--- src/rtl/writeback_unit.sv ---
`default_nettype none
// +----------------------------------------------------------------------+
// | writeback_unit: shares the register-file write port between ALU and  |
// | load results; tracks pending loads per register for decode stalls.   |
// | Optional feature macro: WB_MISALIGN_TRAP_EN (misaligned-load trap).  |
// | Revision: 1.0                                                        |
// +----------------------------------------------------------------------+
module writeback_unit #(
   parameter int DATA_WIDTH   = 32,
   parameter int ADDR_WIDTH   = 5,
   parameter int REG_COUNT    = 32,
   parameter int LD_DEPTH     = 4,
   parameter int STARVE_LIMIT = 3
) (
   input  logic                  clk,
   input  logic                  rst_n,
   input  logic                  alu_valid_i,
   input  logic [ADDR_WIDTH-1:0] alu_rd_i,
   input  logic [DATA_WIDTH-1:0] alu_data_i,
   output logic                  alu_stall_o,
   input  logic                  ld_issue_valid_i,
   output logic                  ld_issue_ready_o,
   input  logic [ADDR_WIDTH-1:0] ld_rd_i,
   input  logic [2:0]            ld_funct3_i,
   input  logic [1:0]            ld_byte_off_i,
   input  logic                  mem_rsp_valid_i,
   output logic                  mem_rsp_ready_o,
   input  logic [DATA_WIDTH-1:0] mem_rsp_data_i,
   output logic                  rf_we_o,
   output logic [ADDR_WIDTH-1:0] rf_wr_addr_o,
   output logic [DATA_WIDTH-1:0] rf_wr_data_o,
   output logic [REG_COUNT-1:0]  busy_o,
   output logic                  misalign_o
);

   localparam int c_ptr_w = (LD_DEPTH > 1) ? $clog2(LD_DEPTH) : 1;
   localparam int c_cnt_w = (STARVE_LIMIT > 0) ? $clog2(STARVE_LIMIT + 1) : 1;
   localparam int c_ent_w = ADDR_WIDTH + 5;
   localparam logic [c_ptr_w:0]   c_fifo_full  = (c_ptr_w + 1)'(LD_DEPTH);
   localparam logic [c_cnt_w-1:0] c_starve_max = c_cnt_w'(STARVE_LIMIT);

   logic [c_ent_w-1:0]    fifo_q [LD_DEPTH];
   logic [c_ent_w-1:0]    fifo_d [LD_DEPTH];
   logic [c_ptr_w-1:0]    wr_ptr_q, wr_ptr_d, rd_ptr_q, rd_ptr_d;
   logic [c_ptr_w:0]      count_q, count_d;
   logic                  hold_valid_q, hold_valid_d;
   logic [ADDR_WIDTH-1:0] hold_rd_q, hold_rd_d;
   logic [DATA_WIDTH-1:0] hold_data_q, hold_data_d;
   logic                  hold_mis_q, hold_mis_d;
   logic [c_cnt_w-1:0]    starve_cnt_q, starve_cnt_d;
   logic                  rf_we_q, rf_we_d;
   logic [ADDR_WIDTH-1:0] rf_addr_q, rf_addr_d;
   logic [DATA_WIDTH-1:0] rf_data_q, rf_data_d;
   logic                  clr_valid_q, clr_valid_d;
   logic [ADDR_WIDTH-1:0] clr_rd_q, clr_rd_d;
   logic [REG_COUNT-1:0]  busy_q, busy_d;

   logic                  fifo_full, fifo_empty, issue_acc, rsp_acc;
   logic [ADDR_WIDTH-1:0] head_rd;
   logic [2:0]            head_f3;
   logic [1:0]            head_off;
   logic [7:0]            shift_b;
   logic [15:0]           shift_h;
   logic [DATA_WIDTH-1:0] fmt_data;
   logic                  fmt_mis;
   logic                  alu_want, hold_zero, hold_win, alu_win, hold_drain;
   logic [REG_COUNT-1:0]  set_mask, clr_mask;

   assign fifo_full        = (count_q == c_fifo_full);
   assign fifo_empty       = (count_q == '0);
   assign ld_issue_ready_o = !fifo_full && !(ld_rd_i != '0 && busy_q[ld_rd_i]);
   assign issue_acc        = ld_issue_valid_i && ld_issue_ready_o;
   assign mem_rsp_ready_o  = !fifo_empty && !hold_valid_q;
   assign rsp_acc          = mem_rsp_valid_i && mem_rsp_ready_o;
   assign {head_rd, head_f3, head_off} = fifo_q[rd_ptr_q];

   // Load formatting of the response against the tag at the FIFO head
   always_comb begin
      shift_b = 8'(mem_rsp_data_i >> {head_off, 3'b000});
      shift_h = 16'(mem_rsp_data_i >> {head_off[1], 4'b0000});
      case (head_f3)
         3'b000:  fmt_data = {{(DATA_WIDTH-8){shift_b[7]}}, shift_b};
         3'b100:  fmt_data = {{(DATA_WIDTH-8){1'b0}}, shift_b};
         3'b001:  fmt_data = {{(DATA_WIDTH-16){shift_h[15]}}, shift_h};
         3'b101:  fmt_data = {{(DATA_WIDTH-16){1'b0}}, shift_h};
         default: fmt_data = mem_rsp_data_i;
      endcase
`ifdef WB_MISALIGN_TRAP_EN
      fmt_mis = ((head_f3 == 3'b001 || head_f3 == 3'b101) && head_off[0]) ||
                (head_f3 == 3'b010 && head_off != 2'b00);
`else
      fmt_mis = 1'b0;
`endif
   end

   always_comb begin
      fifo_d   = fifo_q;
      wr_ptr_d = wr_ptr_q;
      rd_ptr_d = rd_ptr_q;
      count_d  = count_q;
      if (issue_acc) begin
         fifo_d[wr_ptr_q] = {ld_rd_i, ld_funct3_i, ld_byte_off_i};
         wr_ptr_d         = wr_ptr_q + c_ptr_w'(1);
      end
      if (rsp_acc) begin
         rd_ptr_d = rd_ptr_q + c_ptr_w'(1);
      end
      case ({issue_acc, rsp_acc})
         2'b10:   count_d = count_q + (c_ptr_w + 1)'(1);
         2'b01:   count_d = count_q - (c_ptr_w + 1)'(1);
         default: count_d = count_q;
      endcase
   end

   // A hold for r0 retires on its own without using the write port
   assign alu_want    = alu_valid_i && (alu_rd_i != '0);
   assign alu_stall_o = hold_valid_q && (starve_cnt_q == c_starve_max);
   assign hold_zero   = hold_valid_q && (hold_rd_q == '0);
   assign hold_win    = hold_valid_q && !hold_zero && (!alu_want || alu_stall_o);
   assign alu_win     = alu_want && !alu_stall_o && !hold_win;
   assign hold_drain  = hold_win || hold_zero;

   always_comb begin
      hold_valid_d = hold_valid_q;
      hold_rd_d    = hold_rd_q;
      hold_data_d  = hold_data_q;
      hold_mis_d   = hold_mis_q;
      starve_cnt_d = starve_cnt_q;
      if (rsp_acc) begin
         hold_valid_d = 1'b1;
         hold_rd_d    = head_rd;
         hold_data_d  = fmt_data;
         hold_mis_d   = fmt_mis;
      end else if (hold_drain) begin
         hold_valid_d = 1'b0;
      end
      if (!hold_valid_q || hold_drain) begin
         starve_cnt_d = '0;
      end else if (alu_win && starve_cnt_q != c_starve_max) begin
         starve_cnt_d = starve_cnt_q + c_cnt_w'(1);
      end
   end

   always_comb begin
      rf_we_d     = 1'b0;
      rf_addr_d   = rf_addr_q;
      rf_data_d   = rf_data_q;
      clr_valid_d = hold_win;
      clr_rd_d    = hold_rd_q;
      if (hold_win && !hold_mis_q) begin
         rf_we_d   = 1'b1;
         rf_addr_d = hold_rd_q;
         rf_data_d = hold_data_q;
      end else if (alu_win) begin
         rf_we_d   = 1'b1;
         rf_addr_d = alu_rd_i;
         rf_data_d = alu_data_i;
      end
   end

   // Busy bit clears in the cycle the register file captures the load
   always_comb begin
      set_mask = '0;
      clr_mask = '0;
      if (issue_acc && ld_rd_i != '0) begin
         set_mask[ld_rd_i] = 1'b1;
      end
      if (clr_valid_q) begin
         clr_mask[clr_rd_q] = 1'b1;
      end
      busy_d = (busy_q & ~clr_mask) | set_mask;
   end

   always_ff @(posedge clk or negedge rst_n) begin
      if (!rst_n) begin
         for (int i = 0; i < LD_DEPTH; i++) begin
            fifo_q[i] <= '0;
         end
         wr_ptr_q     <= '0;
         rd_ptr_q     <= '0;
         count_q      <= '0;
         hold_valid_q <= 1'b0;
         hold_rd_q    <= '0;
         hold_data_q  <= '0;
         hold_mis_q   <= 1'b0;
         starve_cnt_q <= '0;
         rf_we_q      <= 1'b0;
         rf_addr_q    <= '0;
         rf_data_q    <= '0;
         clr_valid_q  <= 1'b0;
         clr_rd_q     <= '0;
         busy_q       <= '0;
      end else begin
         fifo_q       <= fifo_d;
         wr_ptr_q     <= wr_ptr_d;
         rd_ptr_q     <= rd_ptr_d;
         count_q      <= count_d;
         hold_valid_q <= hold_valid_d;
         hold_rd_q    <= hold_rd_d;
         hold_data_q  <= hold_data_d;
         hold_mis_q   <= hold_mis_d;
         starve_cnt_q <= starve_cnt_d;
         rf_we_q      <= rf_we_d;
         rf_addr_q    <= rf_addr_d;
         rf_data_q    <= rf_data_d;
         clr_valid_q  <= clr_valid_d;
         clr_rd_q     <= clr_rd_d;
         busy_q       <= busy_d;
      end
   end

   assign rf_we_o      = rf_we_q;
   assign rf_wr_addr_o = rf_addr_q;
   assign rf_wr_data_o = rf_data_q;
   assign busy_o       = busy_q;
`ifdef WB_MISALIGN_TRAP_EN
   assign misalign_o   = hold_win && hold_mis_q;
`else
   assign misalign_o   = 1'b0;
`endif

endmodule
`default_nettype wire

--- config.mk ---
export PLATFORM = sky130hd
export DESIGN_NAME = writeback_unit
export DESIGN_NICKNAME = d
export VERILOG_FILES = /design/src/rtl/writeback_unit.sv
export SDC_FILE = /design/constraint.sdc
export NUM_CORES = 1
export LEC_CHECK = 0
export CORE_UTILIZATION = 28
export CTS_CLUSTER_SIZE = 24
export DETAILED_ROUTE_END_ITERATION = 8
export GPL_TIMING_DRIVEN = 1
export RECOVER_POWER = 50
export SYNTH_ARGS = -nofsm -noshare
export SYNTH_HDL_FRONTEND = slang
export SYNTH_SLANG_ARGS = --single-unit
--- constraint.sdc ---
create_clock -name clk -period 2.35 [get_ports clk]
set_clock_uncertainty 0.2 [all_clocks]
set_input_delay 0.235 -clock clk [delete_from_list [all_inputs] [get_ports clk]]
set_output_delay 0.235 -clock clk [all_outputs]
set_load 0.005 [all_outputs]
==> flow_summary.yaml, run 1 <==
detailed_routing:
  drt_iter0_drc: 329
  wl_met2_mm: 11.6
  top_layer: "met4"
  routedWlPerCell_um: 18.3
  drt-pass1-iter-count: 4
  via_count: 6497
  wl_met1_mm: 11.2
  wl_met3_mm: 1.05
  ant_nets: 0
  routed_wl_mm: 24.3
  drc: 0
  via_per_inst: 4.91
critical_path:
  cp_cell_sequence: "mux2i_1 > or3_1 > o2111a_1 > o211ai_1 > buf_4 > a21oi_4 > inv_2 > ha_4 > inv_2 > fa_2 > xor2_1 > nor2_1 > xor2_1"
  crit_buf_inv: 3
  startpoint_type: "flop"
  cpPeakStageDelay_ns: 0.37
  crit_required_ns: 2.50
  crit_arrival_ns: 2.93
  cp_max_fo: 2
  endpoint_kind: "flop"
  crit_family: "compound AO/OA/AOI/OAI gates"
  r2r_slack_ns: -0.44
  slowest_stage: "dfrtp_1"
  crit_type: "reg -> reg"
timing:
  finalWorstSetupSlack_ns: -0.437
  finalMaxSlewViolations: 0
  setup_viol: 88
  hold_viol_final: 0
  max_freq_mhz: 359
  tightest_slew_ns: 1.28
  whs_ns: 0.157
  min_period_ns: 2.79
  relSlewSlack_pct: 14.9
  fin_crit_sh_pct: 119
  rsz0062_at_grt: "true"
yosys:
  synthCells: 687
  ys_seq_elements: 163
  synth_area_leaders: "dfrtp_1, mux2i_1, o21ai_0"
  synthAdderAreaFrac_pct: 1.21
  ys.flop_type: "dfrtp_1"
  synth_xor_area_share_pct: 0.671
  synthTopCellsByCount: "dfrtp_1, o21ai_0, nand2_1"
  synth_top_family_by_area: "compound AO/OA/AOI/OAI gates"
  synthArstFlopShare_pct: 100
  syn_avg_cell_area_um2: 11.4
  synth_edf_count: 0
  syn_area_mm2: 0.00784
  synth_compound_area_share_pct: 17.3
  synthMuxAreaShare_pct: 14.8
  ys_types: 58
  yosysMostFrequentCell: "dfrtp_1"
  netlist.area_leader.share_pct: 52.1
  synth_warnings: 0
  synth_nets: 778
  synthSimpleGateAreaFrac_pct: 10.2
  synth_area_leader_cell: "dfrtp_1"
  yosysSeqAreaShare_pct: 52.1
global_routing:
  overflow: 0
  grt_antenna_before_repair: 1
  grt_max_degree: 74
  grt_usage_pct: 17.1
  grt_pass1_wl_mm: 37.7
  grt_pass1_vias: 6570
placement:
  port_buffers: 156
  dp_hpwl_mm: 17.4
  place_congestion: 0.846
  dp.cells: 1266
die:
  num_rows: 60
  io_pins: 158
  dieHeight_um: 169
  fp.dieW_um: 169
  initial_core_util_pct: 28.8
  coreArea_mm2: 0.0272
  dieArea_mm2: 0.0287
power:
  power.density_mw_per_mm2: 1210
  vdd_drop_max_uv: 581
  leakagePower_nw: 5.01
clock_network:
  clock_latency_ns: 0.43
  cts.sinks: 163
  max-clock-path-buffers: 2
  cts_tree: "done"
  htree_levels: 4
  path_clk_slew_ns: 0.07
  cts_root_buffer: "clkbuf_16"
  cts_made_buffers: 17
job:
  maxCapViolCount: 0
final_layout:
  nets: 1028
  stdcell_count: 1323
  layout-drive-gt1-share_pct: 28.8
  area_delta_synth_final_pct: 49.4
  fillers: 2568
  final_core_util_pct: 43.1
outcome:
  failed_checks: "negative setup slack"
  outcome: "complete, but fails checks"
min_path:
  hp-class: "in -> reg"
cell usage in the layout, fill, tap and decap left out, drive strengths merged, types with 19 or more instances in the layout:
master         synthesis  final
nand2                 78     78
a32o                  21     21
a221o                 19     19
nor2                  27     27
o21ai                105    105
clkbuf                24     22
clkdlybuf4s50          0    149
mux2i                 55     55
dfrtp                163    163
buf                   19    118
mux2                  31     31
timing repair:
item / 4_1_cts / 5_1_grt
endpoints found under the hold margin: 92 / 0
pin swaps: 32 / 36
buffers inserted: 21 / 6
setup endpoints to repair: 99 / 107
gates resized for setup: 84 / 72
hold buffers: 1 / 0
stage by stage:
step	instance area, µm²	TNS, ns	setup slack (ns)	power, mW
floorplan	7860	-1.23	-0.223	7.93
global placement	10500	-45.24	-0.834	10.4
detailed placement	10500	-47.58	-0.887	10.5
CTS	11400	-12.22	-0.430	13.7
global route	11700	-24.19	-0.570	15.0
finish	11700	-12.97	-0.437	14.1
worst reg2reg max path, stage by stage (launching register included):
cell and delay [ns]:
dfrtp_1 0.37, mux2i_1 0.08, or3_1 0.37, o2111a_1 0.15, o211ai_1 0.35, buf_4 0.19, a21oi_4 0.05, inv_2 0.06
ha_4 0.12, inv_2 0.03, fa_2 0.32, xor2_1 0.15, nor2_1 0.11, xor2_1 0.15
layer usage:
layer | GRT usage (%) | vias to the layer above
li1 | - | 3069
met1 | 24.4 | 3256
met2 | 26.4 | 145
met3 | 3.01 | 27
met4 | 5.41 | 0
met5 | 0 | -
power by group:
group | internal, mW | leakage (nW) | switching (mW)
clock | 1.70 | 0.286 | 1.17
combinational | 3.64 | 2.82 | 2.96
sequential | 3.90 | 1.91 | 0.751
total | 9.25 | 5.01 | 4.87
logic make-up after synthesis:
group,after synthesis
buf+inv,56
fa+ha+maj,7
simple gates,163
mux,97
other cells,1
flops,163
xor+xnor,6
compound gates,194
worst paths after layout:
| path | from | endpoint | cells past startpoint |
|---|---|---|---|
| worst max-delay path | busy_o[29]$_DFF_PN0_ | count_q[2]$_DFFE_PN0P_ | 13 |
| worst min-delay path | alu_data_i[2] | rf_wr_data_o[2]$_DFFE_PN0P_ | 3 |
| worst max register to register | busy_o[29]$_DFF_PN0_ | count_q[2]$_DFFE_PN0P_ | 13 |
| worst min register to register | starve_cnt_q[0]$_DFFE_PN0P_ | starve_cnt_q[0]$_DFFE_PN0P_ | 1 |
| max in group asynchronous | rst_n | rf_wr_data_o[27]$_DFFE_PN0P_ | 3 |
| min in group asynchronous | rst_n | busy_o[2]$_DFF_PN0_ | 2 |
layout make-up:
class                           instances  area (µm²)  share of cell area, %
Tap cell                              372         465                   3.97
Inverter                               13        48.8                  0.417
Sequential cell                       163        4080                   34.8
Timing Repair Buffer                  274        2620                   22.4
Antenna cell                            1        2.50                 0.0214
Multi-Input combinational cell        468        3890                   33.2
Clock inverter                         12         158                   1.35
Clock buffer                           20         447                   3.81
flip-flops by register name, indices dropped and copies added (netlist names):
name          cells
clr_rd_q          5
count_q           3
hold_data_q      32
wr_ptr_q          2
hold_valid_q      1
clr_rd_d          5
busy_o           32
fifo_q           40
rf_we_o           1
starve_cnt_q      2
clr_valid_q       1
rd_ptr_q          2
rf_wr_data_o     32
rf_wr_addr_o      5
(Power assumes the default switching activity.)
==> run 2, diff against run 1 <==
Settings changed: CTS_CLUSTER_DIAMETER set to 80, SKIP_CTS_REPAIR_TIMING set to 1.
==> run 2 against run 1 <==
The run still ends with negative setup slack left. Non-clock buffer count shrank 7. First-iteration DRC count is 20% higher. Combinational power is 1% higher. Maximum frequency is 0.69% higher. Sequential cell count is the same. Sequential share of layout area fell by 0.16 points. Critical path type unchanged.
==> flow_summary.yaml, run 2 (same netlist as run 1, synthesis figures left out) <==
critical_path:
  cpPeakStageDelay_ns: 0.39
  crit_arrival_ns: 2.88
  startpoint_type: "flop"
  timing.rr.end: "count_q[2]$_DFFE_PN0P_"
  endpoint_kind: "flop"
  cp_cell_sequence: "mux2_2 > a32o_2 > nor3_2 > o211ai_1 > buf_4 > a21oi_4 > inv_2 > ha_4 > inv_2 > fa_2 > xor2_1 > nor2_1 > xor2_1"
  crit_type: "reg -> reg"
  cp_max_fo: 2
  r2r_slack_ns: -0.42
  worst-r2r-cell-count: 13
  slowest_stage: "dfrtp_1"
  crit_required_ns: 2.46
  worstReg2RegStart: "busy_o[19]$_DFF_PN0_"
detailed_routing:
  routed_wl_mm: 24.6
  ant_nets: 0
  drc: 0
  via_count: 6561
  drt_iter0_drc: 394
  drt-pass1-iter-count: 5
  routedWlPerCell_um: 18.6
  via_per_inst: 4.97
timing:
  hold_viol_final: 0
  finalMaxSlewViolations: 0
  min_period_ns: 2.77
  finalWorstSetupSlack_ns: -0.418
  setup_viol: 99
  relSlewSlack_pct: 16.1
  setup_tns_ns: -10.37
  max_freq_mhz: 361
  rsz0062_at_grt: "true"
  tightest_slew_ns: 1.26
  fin_crit_sh_pct: 118
power:
  power.density_mw_per_mm2: 1210
  vdd_drop_max_uv: 582
  leakagePower_nw: 5.01
final_layout:
  final_cell_mix: "dfrtp_1, clkdlybuf4s50_1, buf_4"
  regMostFlops: "fifo_q"
  final_common_cell: "dfrtp_1"
  stdcell_area_mm2: 0.0118
  area_delta_synth_final_pct: 50.1
  multi_input_area_mm2: 0.00399
  fillers: 2562
  largest_reg_flops: 40
  nets: 1025
  seq_area_mm2: 0.00408
  layout-drive-gt1-share_pct: 28.4
placement:
  dp_hpwl_mm: 17.4
  place_congestion: 0.846
  place_ws_ns: -0.887
  placed_area_mm2: 0.0105
  port_buffers: 156
global_routing:
  grt_max_degree: 74
  grt_antenna_before_repair: 1
  overflow: 0
  grt_usage_pct: 16.8
  grt_pass1_vias: 6412
  grt_pass1_wl_mm: 36.8
die:
  num_rows: 60
  dieHeight_um: 169
  dieArea_mm2: 0.0287
  coreArea_mm2: 0.0272
  initial_core_util_pct: 28.8
  io_pins: 158
  fp.dieW_um: 169
clock_network:
  max-clock-path-buffers: 2
  cts_made_buffers: 17
  clock_latency_ns: 0.43
  cts.sinks: 163
  htree_levels: 4
  cts_root_buffer: "clkbuf_16"
  path_clk_slew_ns: 0.06
  cts_tree: "done"
min_path:
  worst_hold_path.endpoint: "busy_o[26]$_DFF_PN0_"
  hold_depth: 3
  worstHoldStart: "ld_rd_i[4]"
  hp-class: "in -> reg"
outcome:
  outcome: "complete, but fails checks"
  failed_checks: "negative setup slack"
job:
  maxCapViolCount: 0
[run 2: cell types whose count changed in the layout (fill, tap and decap cells not counted), moves of 2 or more]
cell / delta
buf_6: -7
dlygate4sd2_1: -4
dlymetal6s2s_1: +5
mux2_2: +2
mux2_4: -2
o2111ai_4: +4
[run 2: worst max-delay path, delay by kind of cell, from the launching register on]
kind,cells,cell delay (ns)
flip-flops,1,0.39
AO/OA/AOI/OAI,3,0.56
adder cells (fa/ha/maj),2,0.33
buffers and inverters,3,0.30
multiplexers,1,0.28
AND/OR/NAND/NOR,2,0.30
XOR/XNOR,2,0.30
[run 2: per-layer routing]
metal	GRT usage, %	wire (µm)
met5	0	0
met2	25.7	11800
met3	2.92	842
met4	5.41	420
met1	23.9	11500
[run 2: area by class of cell]
class	count	share of cell area [%]
Antenna cell	1	0.0213
Clock buffer	20	3.80
Clock inverter	12	1.34
Inverter	13	0.415
Multi-Input combinational cell	472	33.9
Sequential cell	163	34.7
Tap cell	372	3.96
Timing Repair Buffer	267	21.9
[run 2: power breakdown]
group          switching (mW)  leakage, nW  internal [mW]
Clock                    1.17        0.286           1.70
Combinational            3.04         2.81           3.64
Sequential              0.752         1.91           3.90
Total                    4.96         5.01           9.25
[run 2: per-stage QoR]
stage	power, mW	std cells	hold WS [ns]	utilization (%)
floorplan	7.93	687	-0.261	-
global placement	10.4	1266	0.0148	38.5
detailed placement	10.5	1266	0.0177	38.5
CTS	13.4	1298	-0.449	40.8
global route	15.1	1320	0.164	43.3
finish	14.2	1320	0.154	43.3
[run 2: worst max-delay path by stage]
| stage | start | end | depth (start not counted) |
|---|---|---|---|
| after detailed placement | ld_rd_i[0] | count_q[2]$_DFFE_PN0P_ | 14 |
| after global placement | ld_rd_i[0] | count_q[2]$_DFFE_PN0P_ | 14 |
| after floorplan | ld_rd_i[0] | count_q[2]$_DFFE_PN0P_ | 15 |
| after global routing | busy_o[19]$_DFF_PN0_ | count_q[2]$_DFFE_PN0P_ | 13 |
| final | busy_o[19]$_DFF_PN0_ | count_q[2]$_DFFE_PN0P_ | 13 |
| after CTS | ld_rd_i[0] | ld_issue_ready_o | 9 |
==> run 3, diff against run 2 <==
Settings changed: CTS_BUF_LIST set to sky130_fd_sc_hd__clkbuf_4.
==> run 3 against run 2 <==
The run still ends with negative setup slack left. Cell count is 1.4% higher. Clock power shrank 38%. Critical path depth increased by 2. Combinational power is essentially flat. Sequential cell count did not move. Total power down 7.7%.
==> flow_summary.yaml, run 3 (same netlist as run 1, synthesis figures left out) <==
critical_path:
  crit_required_ns: 2.59
  cp_max_fo: 12
  endpoint_kind: "flop"
  cpPeakStageDelay_ns: 0.51
  cp-startpoint: "ld_rd_i[0]"
  startpoint_type: "input port"
  worst-r2r-cell-count: 13
  slowest_stage: "clkdlybuf4s50_1"
  crit_type: "in -> reg"
  cp_cell_sequence: "clkdlybuf4s50_1 > buf_12 > mux2_2 > a32o_2 > nor3_2 > o211ai_1 > buf_4 > a21oi_4 > inv_2 > ha_4 > inv_2 > fa_2 > xor2_1 > nor2_1 > xor2_1"
  crit_arrival_ns: 3.09
  worstReg2RegStart: "busy_o[19]$_DFF_PN0_"
clock_network:
  htree_levels: 4
  cts.sinks: 163
  clock_latency_ns: 0.55
  cts_made_buffers: 17
  path_clk_slew_ns: 0.14
  max-clock-path-buffers: 2
  cts_tree: "done"
  cts_root_buffer: "clkbuf_4"
final_layout:
  regMostFlops: "fifo_q"
  fillers: 2588
  area_delta_synth_final_pct: 48.2
  largest_reg_flops: 40
  final_common_cell: "dfrtp_1"
  final_cell_mix: "dfrtp_1, clkdlybuf4s50_1, buf_4"
  multi_input_area_mm2: 0.00393
  seq_area_mm2: 0.00408
  nets: 1044
  stdcell_area_mm2: 0.0116
  layout-drive-gt1-share_pct: 27.1
detailed_routing:
  routed_wl_mm: 24.8
  wl_met2_mm: 12.0
  ant_nets: 0
  routedWlPerCell_um: 18.5
  top_layer: "met4"
  drc: 0
  via_per_inst: 4.97
  drt-pass1-iter-count: 5
  wl_met1_mm: 11.5
  via_count: 6652
  drt_iter0_drc: 398
  wl_met3_um: 848
die:
  io_pins: 158
  dieArea_mm2: 0.0287
  initial_core_util_pct: 28.8
  fp.dieW_um: 169
  dieHeight_um: 169
  coreArea_mm2: 0.0272
  num_rows: 60
outcome:
  outcome: "complete, but fails checks"
  failed_checks: "negative setup slack"
min_path:
  worstHoldStart: "alu_data_i[16]"
  hp-class: "in -> reg"
  hold_depth: 3
placement:
  dp_hpwl_mm: 17.4
  placed_area_mm2: 0.0105
  port_buffers: 156
  place_congestion: 0.846
timing:
  setup_tns_ns: -14.09
  rsz0062_at_grt: "true"
  max_freq_mhz: 350
  tightest_slew_ns: 1.31
  finalWorstSetupSlack_ns: -0.504
  finalMaxSlewViolations: 0
  hold_viol_final: 0
  setup_viol: 100
  relSlewSlack_pct: 12.7
  min_period_ns: 2.85
  fin_crit_sh_pct: 121
power:
  leakagePower_nw: 4.91
  power.density_mw_per_mm2: 1130
  vdd_drop_max_uv: 393
global_routing:
  grt_antenna_before_repair: 1
  overflow: 0
  grt_max_degree: 74
  grt_usage_pct: 16.8
  grt_pass1_wl_mm: 36.8
  grt_pass1_vias: 6443
job:
  maxCapViolCount: 0
## run 3: changes by cell type in the layout (fill, tap and decap cells not counted), sizes merged
cell and delta:
dlygate4sd3 +20, clkinv +1, clkbuf -1, buf -1, clkdlybuf4s50 +5, dlymetal6s2s -5
## run 3: path summary, 6_finish.rpt
check	to	slack, ns
min in group asynchronous	busy_o[2]$_DFF_PN0_	0.83
hold / removal	rf_wr_data_o[16]$_DFFE_PN0P_	0.02
max in group asynchronous	hold_data_q[23]$_DFFE_PN0P_	0.14
hold reg to reg	clr_rd_q[0]$_DFF_PN0_	0.24
setup reg to reg	count_q[2]$_DFFE_PN0P_	-0.50
setup / recovery	count_q[2]$_DFFE_PN0P_	-0.50
## run 3: power by group
part	internal [mW]	total (mW)	leakage [nW]	switching, mW
registers	3.89	4.64	1.91	0.756
logic	3.65	6.69	2.84	3.04
clock network	0.760	1.79	0.156	1.03
total	8.30	13.1	4.91	4.82
## run 3: critical path, delay by kind of cell
family / cells / cell delay [ns]
XOR/XNOR: 2 / 0.31
AND/OR/NAND/NOR: 2 / 0.30
multiplexers: 1 / 0.35
buffers and inverters: 5 / 0.98
adder cells (fa/ha/maj): 2 / 0.34
AO/OA/AOI/OAI: 3 / 0.59
## run 3: per-stage QoR
stage               hold slack, ns  cells  util, %  worst slack (ns)  power (mW)
global placement            0.0148   1266     38.5            -0.834        10.4
finish                      0.0196   1339     42.7            -0.504        13.1
global route                0.0139   1339     42.7            -0.608        14.0
CTS                         -0.631   1298     39.7            -0.867        12.3
floorplan                   -0.261    687        -            -0.223        7.93
detailed placement          0.0177   1266     38.5            -0.887        10.5
## run 3: metal layers
| metal | vias up | global-route usage [%] |
|---|---|---|
| li1 | 3112 | - |
| met1 | 3340 | 23.9 |
| met2 | 170 | 25.9 |
| met3 | 30 | 3.08 |
| met4 | 0 | 5.01 |
| met5 | - | 0 |
## run 3: area by class of cell
| type | instances | area share [%] |
|---|---|---|
| diodes | 1 | 0.0215 |
| clock buffers | 19 | 1.23 |
| clock inverters | 13 | 1.39 |
| inverters | 13 | 0.420 |
| multi-input cells | 472 | 33.9 |
| flip-flops and latches | 163 | 35.1 |
| well taps | 372 | 4.01 |
| repair buffers | 286 | 23.9 |
